`src/rtl/fifo_serial_tx_pkg.sv`:
```
// Shared types and helpers for the FIFO-fed serial transmitter.
package fifo_serial_pkg;

  typedef enum logic [2:0] {
    ST_IDLE,
    ST_REQ,
    ST_WAIT,
    ST_START,
    ST_DATA,
    ST_STOP
  } state_e;

  // Clock cycles occupied by one frame: start bit, data bits, stop bit.
  function automatic int unsigned frame_len(input int unsigned data_width,
                                            input int unsigned clks_per_bit);
    return (data_width + 2) * clks_per_bit;
  endfunction

endpackage

```
`src/rtl/fifo_serial_tx_if.sv`:
```
// Read port between the transmitter and the upstream FIFO.
interface fifo_serial_tx_if #(
  parameter int DATA_WIDTH = 4
) ();

  logic                  fifo_rd_en;
  logic [DATA_WIDTH-1:0] fifo_rd_data;
  logic                  fifo_rd_val;

  // Transmitter side: issues reads, receives data.
  modport master (
    output fifo_rd_en,
    input  fifo_rd_data,
    input  fifo_rd_val
  );

  // FIFO side: receives reads, returns data.
  modport slave (
    input  fifo_rd_en,
    output fifo_rd_data,
    output fifo_rd_val
  );

endinterface

```
`src/rtl/fifo_serial_tx_bit_timer.sv`:
```
// Bit-time counter: counts 0..CLKS_PER_BIT-1, pulses done on the last count.
module bit_timer #(
  parameter int CLKS_PER_BIT = 4
) (
  input  logic clk,
  input  logic reset,
  input  logic clear,
  output logic done
);

  localparam int CW = (CLKS_PER_BIT > 1) ? $clog2(CLKS_PER_BIT) : 1;
  localparam logic [CW-1:0] LAST = CW'(CLKS_PER_BIT - 1);

  logic [CW-1:0] cnt_q, cnt_d;

  // Next count: hold at zero while cleared, wrap after the last count.
  always_comb begin
    cnt_d = cnt_q;
    if (clear || (cnt_q == LAST)) begin
      cnt_d = '0;
    end else begin
      cnt_d = cnt_q + CW'(1);
    end
  end

  // Counter register.
  always_ff @(posedge clk) begin
    if (reset) begin
      cnt_q <= '0;
    end else begin
      cnt_q <= cnt_d;
    end
  end

  // Done decoded from the registered count.
  always_comb begin
    done = (cnt_q == LAST);
  end

endmodule

```
`src/rtl/fifo_serial_tx.sv`:
```
// Pulls words from a 1-cycle-latency FIFO and sends them as start/data/stop frames.
module fifo_serial_tx
  import fifo_serial_pkg::*;
#(
  parameter int DATA_WIDTH   = 4,
  parameter int CLKS_PER_BIT = 4
) (
  input  logic                    clk,
  input  logic                    reset,
  fifo_serial_tx_if.master        fifo,
  output logic                    tx,
  output logic                    busy
);

  localparam int IW = $clog2(DATA_WIDTH) + 1;
  localparam logic [IW-1:0] LAST_BIT = IW'(DATA_WIDTH - 1);

  state_e                state_q, state_d;
  logic [DATA_WIDTH-1:0] shift_q, shift_d;
  logic [IW-1:0]         idx_q, idx_d;
  logic                  bit_done;
  logic                  timer_clr;

  bit_timer #(
    .CLKS_PER_BIT(CLKS_PER_BIT)
  ) u_bit_timer (
    .clk  (clk),
    .reset(reset),
    .clear(timer_clr),
    .done (bit_done)
  );

  // Next-state, shift register and bit index.
  always_comb begin
    state_d = state_q;
    shift_d = shift_q;
    idx_d   = idx_q;
    unique case (state_q)
      ST_IDLE:  state_d = ST_REQ;
      ST_REQ:   state_d = ST_WAIT;
      ST_WAIT: begin
        if (fifo.fifo_rd_val) begin
          shift_d = fifo.fifo_rd_data;
          idx_d   = '0;
          state_d = ST_START;
        end else begin
          state_d = ST_IDLE;
        end
      end
      ST_START: begin
        if (bit_done) begin
          idx_d   = '0;
          state_d = ST_DATA;
        end
      end
      ST_DATA: begin
        if (bit_done) begin
          shift_d = shift_q >> 1;
          if (idx_q == LAST_BIT) begin
            state_d = ST_STOP;
          end else begin
            idx_d = idx_q + IW'(1);
          end
        end
      end
      ST_STOP: begin
        if (bit_done) begin
          state_d = ST_IDLE;
        end
      end
      default:  state_d = ST_IDLE;
    endcase
  end

  // State and datapath registers.
  always_ff @(posedge clk) begin
    if (reset) begin
      state_q <= ST_IDLE;
      shift_q <= '0;
      idx_q   <= '0;
    end else begin
      state_q <= state_d;
      shift_q <= shift_d;
      idx_q   <= idx_d;
    end
  end

  // Outputs decoded only from registered state and shift register.
  always_comb begin
    fifo.fifo_rd_en = 1'b0;
    tx              = 1'b1;
    busy            = 1'b0;
    timer_clr       = 1'b1;
    unique case (state_q)
      ST_REQ:   fifo.fifo_rd_en = 1'b1;
      ST_START: begin
        tx        = 1'b0;
        busy      = 1'b1;
        timer_clr = 1'b0;
      end
      ST_DATA: begin
        tx        = shift_q[0];
        busy      = 1'b1;
        timer_clr = 1'b0;
      end
      ST_STOP: begin
        busy      = 1'b1;
        timer_clr = 1'b0;
      end
      default: ;
    endcase
  end

endmodule

```
`src/flat_wrapper.sv`:
```
// flat-port wrapper written by rule: the top's interface ports become plain ports
module fifo_serial_tx_flat import fifo_serial_pkg::*;
#(
  parameter int DATA_WIDTH   = 4,
  parameter int CLKS_PER_BIT = 4
)
  (clk, reset, tx, busy, fifo_fifo_rd_en, fifo_fifo_rd_data, fifo_fifo_rd_val);
  fifo_serial_tx_if #(.DATA_WIDTH(DATA_WIDTH)) fifo_i ();
  input  logic clk;
  input  logic reset;
  output logic tx;
  output logic busy;
  output wire logic [$bits(fifo_i.fifo_rd_en)-1:0] fifo_fifo_rd_en;
  input wire logic [$bits(fifo_i.fifo_rd_data)-1:0] fifo_fifo_rd_data;
  input wire logic [$bits(fifo_i.fifo_rd_val)-1:0] fifo_fifo_rd_val;
  assign fifo_fifo_rd_en = fifo_i.fifo_rd_en;
  assign fifo_i.fifo_rd_data = fifo_fifo_rd_data;
  assign fifo_i.fifo_rd_val = fifo_fifo_rd_val;
  fifo_serial_tx #(.DATA_WIDTH(DATA_WIDTH), .CLKS_PER_BIT(CLKS_PER_BIT)) u_core (.clk(clk), .reset(reset), .fifo(fifo_i), .tx(tx), .busy(busy));
endmodule
```
`config.mk`:
```
export PLATFORM = sky130hd
export DESIGN_NAME = fifo_serial_tx_flat
export DESIGN_NICKNAME = d
export VERILOG_FILES = /design/src/rtl/fifo_serial_tx_pkg.sv /design/src/rtl/fifo_serial_tx_if.sv /design/src/rtl/fifo_serial_tx_bit_timer.sv /design/src/rtl/fifo_serial_tx.sv /design/src/flat_wrapper.sv
export SDC_FILE = /design/constraint.sdc
export NUM_CORES = 1
export LEC_CHECK = 0
export BUFFER_PORTS_ARGS = -buffer_cell sky130_fd_sc_hd__buf_2
export CAP_MARGIN = 20
export CORE_AREA = 2 2 39 41
export DETAILED_ROUTE_END_ITERATION = 8
export DIE_AREA = 0 0 41 43
export GPL_ROUTABILITY_DRIVEN = 0
export PLACE_DENSITY = 0.74
export REMOVE_ABC_BUFFERS = 1
export SLEW_MARGIN = 15
export SYNTH_ARGS = -nofsm -noshare
export SYNTH_HDL_FRONTEND = slang
export SYNTH_SLANG_ARGS = --single-unit
```
`constraint.sdc`:
```
create_clock -name clk -period 1.8 [get_ports clk]
set_clock_uncertainty 0.05 [all_clocks]
set_input_delay 0.27 -clock clk [delete_from_list [all_inputs] [get_ports clk]]
set_output_delay 0.27 -clock clk [all_outputs]
set_load 0.005 [all_outputs]
```
# Word-level counts from Yosys, hierarchy flattened

Index checks and enable logic that the tools add are counted.

Bits in latches: 0
Register bits after elaboration: 12
Output and inout port bits: 3
Input bits: 7
Memories kept: 0
Logic and storage cells: 45
ROM bits: 0
Memory bits (writable): 0

Divide/modulo/power cells: 0
Bitwise operators: 0
Reductions and logical operators: 9
Multiply operators: 0
Shifts and indexed selects: 0
Magnitude comparators: 0
Add/subtract/negate cells: 2
Mux-type cells: 17
Eq/ne operators: 13

Operators with widths:

| operator                                                         | number |
|---|---|
| 3-bit 2-to-1 mux                                                 | 7 |
| 3-bit one-hot mux with 6 select lines                            | 1 |
| 3-bit by 2-bit == test with 1-bit output (second input constant) | 3 |
| 3-bit one-hot mux with 3 select lines                            | 1 |
| 4-bit 2-to-1 mux                                                 | 2 |
| 2-bit by 1-bit != test with 1-bit output (second input constant) | 4 |
| 4-bit one-hot mux with 2 select lines                            | 1 |
| 3-bit == test (second input constant)                            | 2 |
| 5-bit AND reduction                                              | 1 |
| 2-bit != test (second input constant)                            | 2 |
| 4-bit AND reduction                                              | 1 |
| 3-bit by 1-bit adder with 3-bit output (second input constant)   | 1 |
| 3-bit by 1-bit == test with 1-bit output (second input constant) | 1 |
| 3-bit logical NOT                                                | 1 |
| 1-bit 2-to-1 mux                                                 | 3 |
| 3-bit AND reduction                                              | 1 |
| 3-bit nonzero test                                               | 1 |
| 3-bit OR reduction                                               | 1 |
| 2-bit by 1-bit adder with 2-bit output (second input constant)   | 1 |
| 2-bit == test (second input constant)                            | 1 |
| 2-bit 2-to-1 mux                                                 | 1 |
| 1-bit one-hot mux with 2 select lines                            | 1 |
| 2-bit nonzero test                                               | 1 |
| 2-bit OR reduction                                               | 1 |
| 1-bit logical OR                                                 | 1 |

# Depth between registers and ports, before layout

Gate-level depths: netlist of run 1.

Word-level depth: 5
Depth in mapped cells: 5
Mapped depth without buffers: 4

# Modules after synthesis

A second synthesis of run 1 with hierarchy kept.

Cells, all modules: 72
Area, all modules: 669.4 um^2

By module, submodules not included:

| module         | sequential area each (um^2) | area each (um^2) | cells each | instances |
|---|---|---|---|---|
| fifo_serial_tx | 200.2                       | 589.3            | 67         | 1 |
| bit_timer      | 40.0                        | 80.1             | 5          | 1 |

# Worst setup path before layout of run 1

No wires, ideal clock.

Path kind: register to output
From: register u_core.state_q[2]
To: output tx
Data required time: 1,480 ps
Cell stages (with the launch flop): 6
Setup slack: 453 ps
Path buffers: 2
Arrival: 1,027 ps
Path through: dfxtp_1 > buf_6 > or3b_1 > buf_2 > nor2_1 > a21oi_1

Longest elaborated chain between the ends: 2
Elaborated cells on any way between the ends: 3
Classes of those cells: 2 x eq/ne; 1 x mux

Ends and longest elaborated chain:

| element                                                                   | line                 | source |
|---|---|---|
| from (decl)                                                               | fifo_serial_tx.sv:18 | `state_e state_q, state_d;` |
| from (signal assigned)                                                    | fifo_serial_tx.sv:82 | `state_q <= state_d;` |
| 3-bit == test or 3-bit by 2-bit == test with 1-bit output (tied branches) | fifo_serial_tx.sv:94 | `unique case (state_q)` |
| 1-bit one-hot mux with 2 select lines *                                   | fifo_serial_tx.sv:94 |  |
| to (decl)                                                                 | flat_wrapper.sv:11   | `output logic tx;` |

Every way passes the cells marked *; elsewhere a longest branch is shown, timed or not.

# Worst setup path after layout of run 1

From: register u_core.state_q[1]
To: output tx

Same word-level chain as after synthesis.

==> impl_results.md, run 1 <==
* Initial Util at 47.8%
* Hold buffers post-CTS at 0
* DRC Markers at 0
* Die X at 41 um
* Primary FF master, synth: dfxtp_1
* Most frequent cells in the layout: dfxtp_1 (12), buf_2 (9), a21oi_1 (7)
* PnR worst setup slack at 0.0540 ns
* First-pass GRT wire length at 1.95 mm
* Period utilization at 97.0%
* Via/cell ratio at 5.44
* Row count at 14
* Synth area leaders: dfxtp_1 (36%), a21oi_1 (6.0%), mux2i_1 (6.0%), ha_1 (5.7%), buf_6 (3.4%)
* Vias at 517
* Die area at 0.00176 mm^2
* CORE AREA at 0.00138 mm^2
* FF-to-FF End: u_core.idx_q[1]
* Clock Latency Late Sink at 0.27 ns
* Number of global-route vias before repair at 468
* Hold crit path type: in2reg
* VDD IR max at 443 uV
* Slew HR at 77.6%
* Library cells used by synthesis at 32
* # IOs at 10
* Worst setup path endpoint: tx
* Clock power share at 32.3%
* Worst EP arrival at 1.43 ns
* Comb power frac at 12.4%
* Sequential share of the synthesized area at 36.3%
* Wire length per cell at 12.2 um
* Switching share of total power at 24.9%
* Iteration-0 DRC Markers at 8
* Layout filler cell count at 130
* Area grow syn2layout at 11.0%
* Final hold viol count at 0
* Reg2Reg Setup Slack at 0.31 ns
* R2r startpoint: u_core.u_bit_timer.cnt_q[0]
* Multi-input gate area at 369 um^2
* Placement Setup Slack at 0.309 ns
* Clock Tree Buf Depth at 2
* Power density cells at 701 mW/mm^2
* Final Setup Violations at 0
* Max_cap viols at 0
* Worst setup path startpoint: u_core.state_q[1]
* PortBufs at 9
* Synth Instances at 70
* Post-Route WL at 1.16 mm
* Post-synth top area cell: dfxtp_1
* TritonCTS Buffers at 3
* Largest net degree at the start of global routing at 13
* Yosys warnings at 0
* Post-synth ARST share at 0%
* Setup Total Neg Slack at 0 ns
* Critical Path Fanout Max at 12
* H-tree depth at 1
* Total grt overflow at 0
* DRT antenna net count at 0
* Net switching power at 0.128 mW
* Startpoint class of the critical path: register
* Pins Over Slew Limit at 0
* CTS root buf: clkbuf_4
* Fmax at 0.573 GHz
* Req. time, crit path at 1.48 ns
* Pleak at 0.351 nW
* Pint at 0.387 mW
* Register area at 240 um^2
* Clk pin slew, worst setup/hold paths at 0.07 ns
* RSZ-0062 raised after global routing: false
* Worst slew pin tran at 0.335 ns
* Min Tclk post-route at 1.75 ns
* Post-synth EDFFs at 0
* R2R depth at 4
* Flop pwr share at 55.3%
* Syn_area_per_cell at 9.46 um^2
* Register bit total from synthesis at 12
* Post-detail-place hpwl at 890 um
* Clk sinks at 12
* Crit path kind: reg2out
* # diodes at 0
* GRT Total Usage at 16.2%
* CTS tree: yes
* Most common cell after layout, fill and taps aside: dfxtp_1
* Nets at 91
* Critical Path Sink Type: output port
* Yosys top cell area share at 36.3%
* DR pass1 iterations at 4
* Fraction of layout instances using a drive strength above 1 at 24.1%
* Status: completed
* Die height at 43 um
* Initial antenna violation count at 0
* Post-synthesis cell area at 662 um^2
==> state kept, by name, summed over array words and instances, names as in the netlist <==
| register | count |
|---|---|
| u_core.state_q | 3 |
| u_core.shift_q | 4 |
| u_core.idx_q | 3 |
| u_core.u_bit_timer.cnt_q | 2 |
==> power by group through the flow <==
stage | clock network, mW | logic (mW) | registers, mW
3_3_place_gp | 0 | 0.0619 | 0.290
2_1_floorplan | 0 | 0.0360 | 0.292
3_5_place_dp | 0 | 0.0630 | 0.291
6_report | 0.166 | 0.0637 | 0.285
5_1_grt | 0.176 | 0.0713 | 0.286
4_1_cts | 0.167 | 0.0631 | 0.284
==> synth_stat cells, drive strengths merged, types with 2 or more instances <==
cell	instances
a21oi	8
dfxtp	12
and3b	2
nor2	2
buf	5
ha	3
nand2	4
and4bb	2
inv	6
o31ai	3
mux2i	4
o32ai	2
==> critical path, stage by stage (launching register included) <==
cell and delay, ns:
dfxtp_1 0.41, or3b_4 0.45, nor2_1 0.10, a21oi_1 0.05
buf_2 0.13
==> layout make-up <==
cell class | count | share of cell area [%]
tap | 16 | 2.73
clock buffer | 3 | 3.07
sequential | 12 | 32.7
timing repair buffer | 11 | 8.18
multi-input combinational | 47 | 50.3
inverter | 6 | 3.07
==> cells by family after synthesis <==
group	share of synthesized area (%)
compound gates	16.6
xor+xnor	1.32
fa+ha+maj	5.67
buf+inv	8.88
flops	36.3
mux	8.32
simple gates	22.9
==> how the worst min path moves through the flow <==
stage	from	end	slack (ns)	depth (start not counted)
after floorplan	reset	u_core.shift_q[3]	0.29	1
after global placement	u_core.u_bit_timer.cnt_q[0]	u_core.u_bit_timer.cnt_q[0]	0.36	1
final	fifo_fifo_rd_data[3]	u_core.shift_q[3]	0.18	3
after global routing	fifo_fifo_rd_data[3]	u_core.shift_q[3]	0.19	3
after detailed placement	u_core.u_bit_timer.cnt_q[0]	u_core.u_bit_timer.cnt_q[0]	0.38	1
after CTS	fifo_fifo_rd_data[3]	u_core.shift_q[3]	0.19	3
==> what timing repair did <==
action                     in CTS  in global routing
setup buffers                   0                  0
setup endpoints to repair       0                  2
resized for setup               0                  2
==> metrics by stage <==
stage | cell area, um^2 | utilization, % | hold WS, ns | total power, mW | cells
5_1_grt | 734 | 53.1 | 0.188 | 0.534 | 95
4_1_cts | 728 | 52.6 | 0.186 | 0.515 | 95
6_report | 734 | 53.1 | 0.181 | 0.515 | 95
3_3_place_gp | 706 | 51.0 | 0.364 | 0.352 | 92
2_1_floorplan | 626 | - | 0.289 | 0.328 | 65
3_5_place_dp | 706 | 51.0 | 0.376 | 0.354 | 92
==> metal layers <==
layer | up-vias | part of all wire (%) | global-route usage [%]
met5 | - | 0 | 0
met4 | 0 | 2.3 | 10.0
met3 | 3 | 1.5 | 3.14
met1 | 233 | 50 | 21.2
met2 | 5 | 46 | 23.4
li1 | 276 | - | -
Power figures use the tool's default switching activity.
==> inputs of run 2 (changes only) <==
--- a/config.mk
+++ b/config.mk
@@ -11,8 +11,8 @@
 export DETAILED_ROUTE_END_ITERATION = 8
 export DIE_AREA = 0 0 41 43
 export GPL_ROUTABILITY_DRIVEN = 0
+export GPL_TIMING_DRIVEN = 0
 export PLACE_DENSITY = 0.74
-export REMOVE_ABC_BUFFERS = 1
 export SLEW_MARGIN = 15
 export SYNTH_ARGS = -nofsm -noshare
 export SYNTH_HDL_FRONTEND = slang
==> run 2 against run 1 <==
Against the previous run:
- worst hold slack better by 0.0039 ns
- combinational power up 11%
- largest cell class unchanged
- sequential cell count unchanged
- register-to-register slack worse by 0.04 ns
- clock-buffer cell count up 1
- clock power up 31%
- highest routed layer unchanged
- non-clock buffer count up 2
- via count up 2.9%
- global-route usage down 0.20 points
- sequential power down 1%
- power up 10%
==> impl_results.md, run 2 (synthesis results as in run 1) <==
* Total grt overflow at 0
* Finished Cell Area at 763 um^2
* Via/cell ratio at 5.43
* DRT antenna net count at 0
* Req. time, crit path at 1.48 ns
* CTS tree: yes
* Fmax at 0.577 GHz
* Power density cells at 745 mW/mm^2
* RSZ-0062 raised after global routing: false
* Iteration-0 DRC Markers at 4
* TritonCTS Buffers at 3
* Fraction of layout instances using a drive strength above 1 at 24.4%
* Most frequent cells in the layout: dfxtp_1 (12), buf_2 (9), a21oi_1 (8)
* Startpoint class of the critical path: register
* CTS root buf: clkbuf_4
* R2R depth at 4
* Pleak at 0.366 nW
* Slowest stage delay, CP at 0.32 ns
* Vias at 532
* Crit path kind: reg2out
* First-pass GRT wire length at 1.95 mm
* CORE AREA at 0.00138 mm^2
* Max_cap viols at 0
* Slew HR at 75.4%
* Crit-path leading delay family: buffers and inverters
* Min Tclk post-route at 1.73 ns
* WP buf/inv at 3
* VDD IR max at 405 uV
* Die height at 43 um
* Clk pin slew, worst setup/hold paths at 0.08 ns
* Largest Register: u_core.shift_q
* # diodes at 0
* Clock Latency Late Sink at 0.28 ns
* Die area at 0.00176 mm^2
* Hold buffers post-CTS at 0
* Period utilization at 96.2%
* Status: completed
* Worst slew pin tran at 0.369 ns
* Clock Tree Buf Depth at 2
* Die X at 41 um
* Slowest CP cell: dfxtp_1
* Initial antenna violation count at 0
* DR pass1 iterations at 4
* Initial Util at 47.8%
* Setup Total Neg Slack at 0 ns
* # IOs at 10
* Worst EP arrival at 1.41 ns
* Reg2Reg Setup Slack at 0.27 ns
* Wire length per cell at 12.1 um
* Critical Path Sink Type: output port
* Post-synth net total at 80
* Clk sinks at 12
* Largest net degree at the start of global routing at 11
* Post-detail-place hpwl at 866 um
* GRT Total Usage at 16.0%
* Placed inst area at 722 um^2
* Max reg flops at 4
* FF-to-FF End: u_core.idx_q[1]
* Nets at 93
* WHS Path Cells at 3
* Number of global-route vias before repair at 450
* R2r startpoint: u_core.u_bit_timer.cnt_q[0]
* Row count at 14
* Most common cell after layout, fill and taps aside: dfxtp_1
* Pins Over Slew Limit at 0
* Hold EP: u_core.shift_q[3]
* Top flop regs: u_core.shift_q: 4 flops, u_core.idx_q: 3 flops, u_core.state_q: 3 flops
* Area grow syn2layout at 15.3%
* Critical Path Fanout Max at 10
* Crit-path most repeated cell: buf_2
* Worst hold path startpoint: fifo_fifo_rd_data[3]
* PortBufs at 8
* H-tree depth at 1
* Critical path cell sequence: buf_2 -> and2b_1 -> a21oi_1 -> inv_1 -> buf_2
* DRC Markers at 0
* Final hold viol count at 0
* Worst hold margin at 0.185 ns
* Final Setup Violations at 0
* Hold crit path type: in2reg
* Post-Route WL at 1.18 mm
[run 2: worst max-delay path by stage]
stage / from / slack [ns] / cells past startpoint / end
after CTS: u_core.state_q[2] / 0.04 / 5 / tx
after detailed placement: u_core.u_bit_timer.cnt_q[0] / 0.28 / 4 / u_core.idx_q[2]
after global placement: u_core.state_q[2] / 0.31 / 6 / tx
after global routing: u_core.state_q[1] / 0.002 / 5 / busy
after floorplan: u_core.state_q[2] / 0.45 / 5 / tx
final: u_core.state_q[1] / 0.07 / 5 / busy
[run 2: cell type report]
cell class                      instances  area (um^2)
Buffer                                  4         31.3
Clock buffer                            4         36.3
Fill cell                             127          621
Inverter                                6         22.5
Multi-Input combinational cell         47          365
Sequential cell                        12          240
Tap cell                               16         20.0
Timing Repair Buffer                    9         47.5
[run 2: what timing repair did]
item,in CTS,in global routing
gates resized for setup,1,0
endpoints found under the setup margin,1,1
pin swaps,0,0
setup buffers,0,1
[run 2: metal layers]
| metal | vias to the layer above | track usage (%) | wire length [um] |
|---|---|---|---|
| met3 | 4 | 4.71 | 45 |
| met1 | 242 | 23.9 | 590 |
| met5 | - | 0 | 0 |
| li1 | 277 | - | - |
| met2 | 9 | 20.3 | 524 |
| met4 | 0 | 8.00 | 23 |
[run 2: per-stage QoR]
step / total power [mW] / setup WS, ns / util (%) / instances
2_1_floorplan: 0.337 / 0.453 / - / 70
3_3_place_gp: 0.356 / 0.308 / 52.2 / 94
3_5_place_dp: 0.358 / 0.283 / 52.2 / 94
4_1_cts: 0.570 / 0.0391 / 54.6 / 97
5_1_grt: 0.592 / 0.00245 / 55.2 / 98
6_report: 0.569 / 0.0683 / 55.2 / 98
[run 2: tightest hold or removal path, cell delays in order]
cell and delay, ns:
buf_2 0.10, nand2_1 0.05, a21oi_1 0.05
[run 2: report_power, final]
group | internal (mW) | leakage (nW) | total, mW | switching [mW]
clock | 0.123 | 0.0210 | 0.217 | 0.0945
sequential | 0.275 | 0.0975 | 0.281 | 0.00606
combinational | 0.0366 | 0.247 | 0.0706 | 0.0340
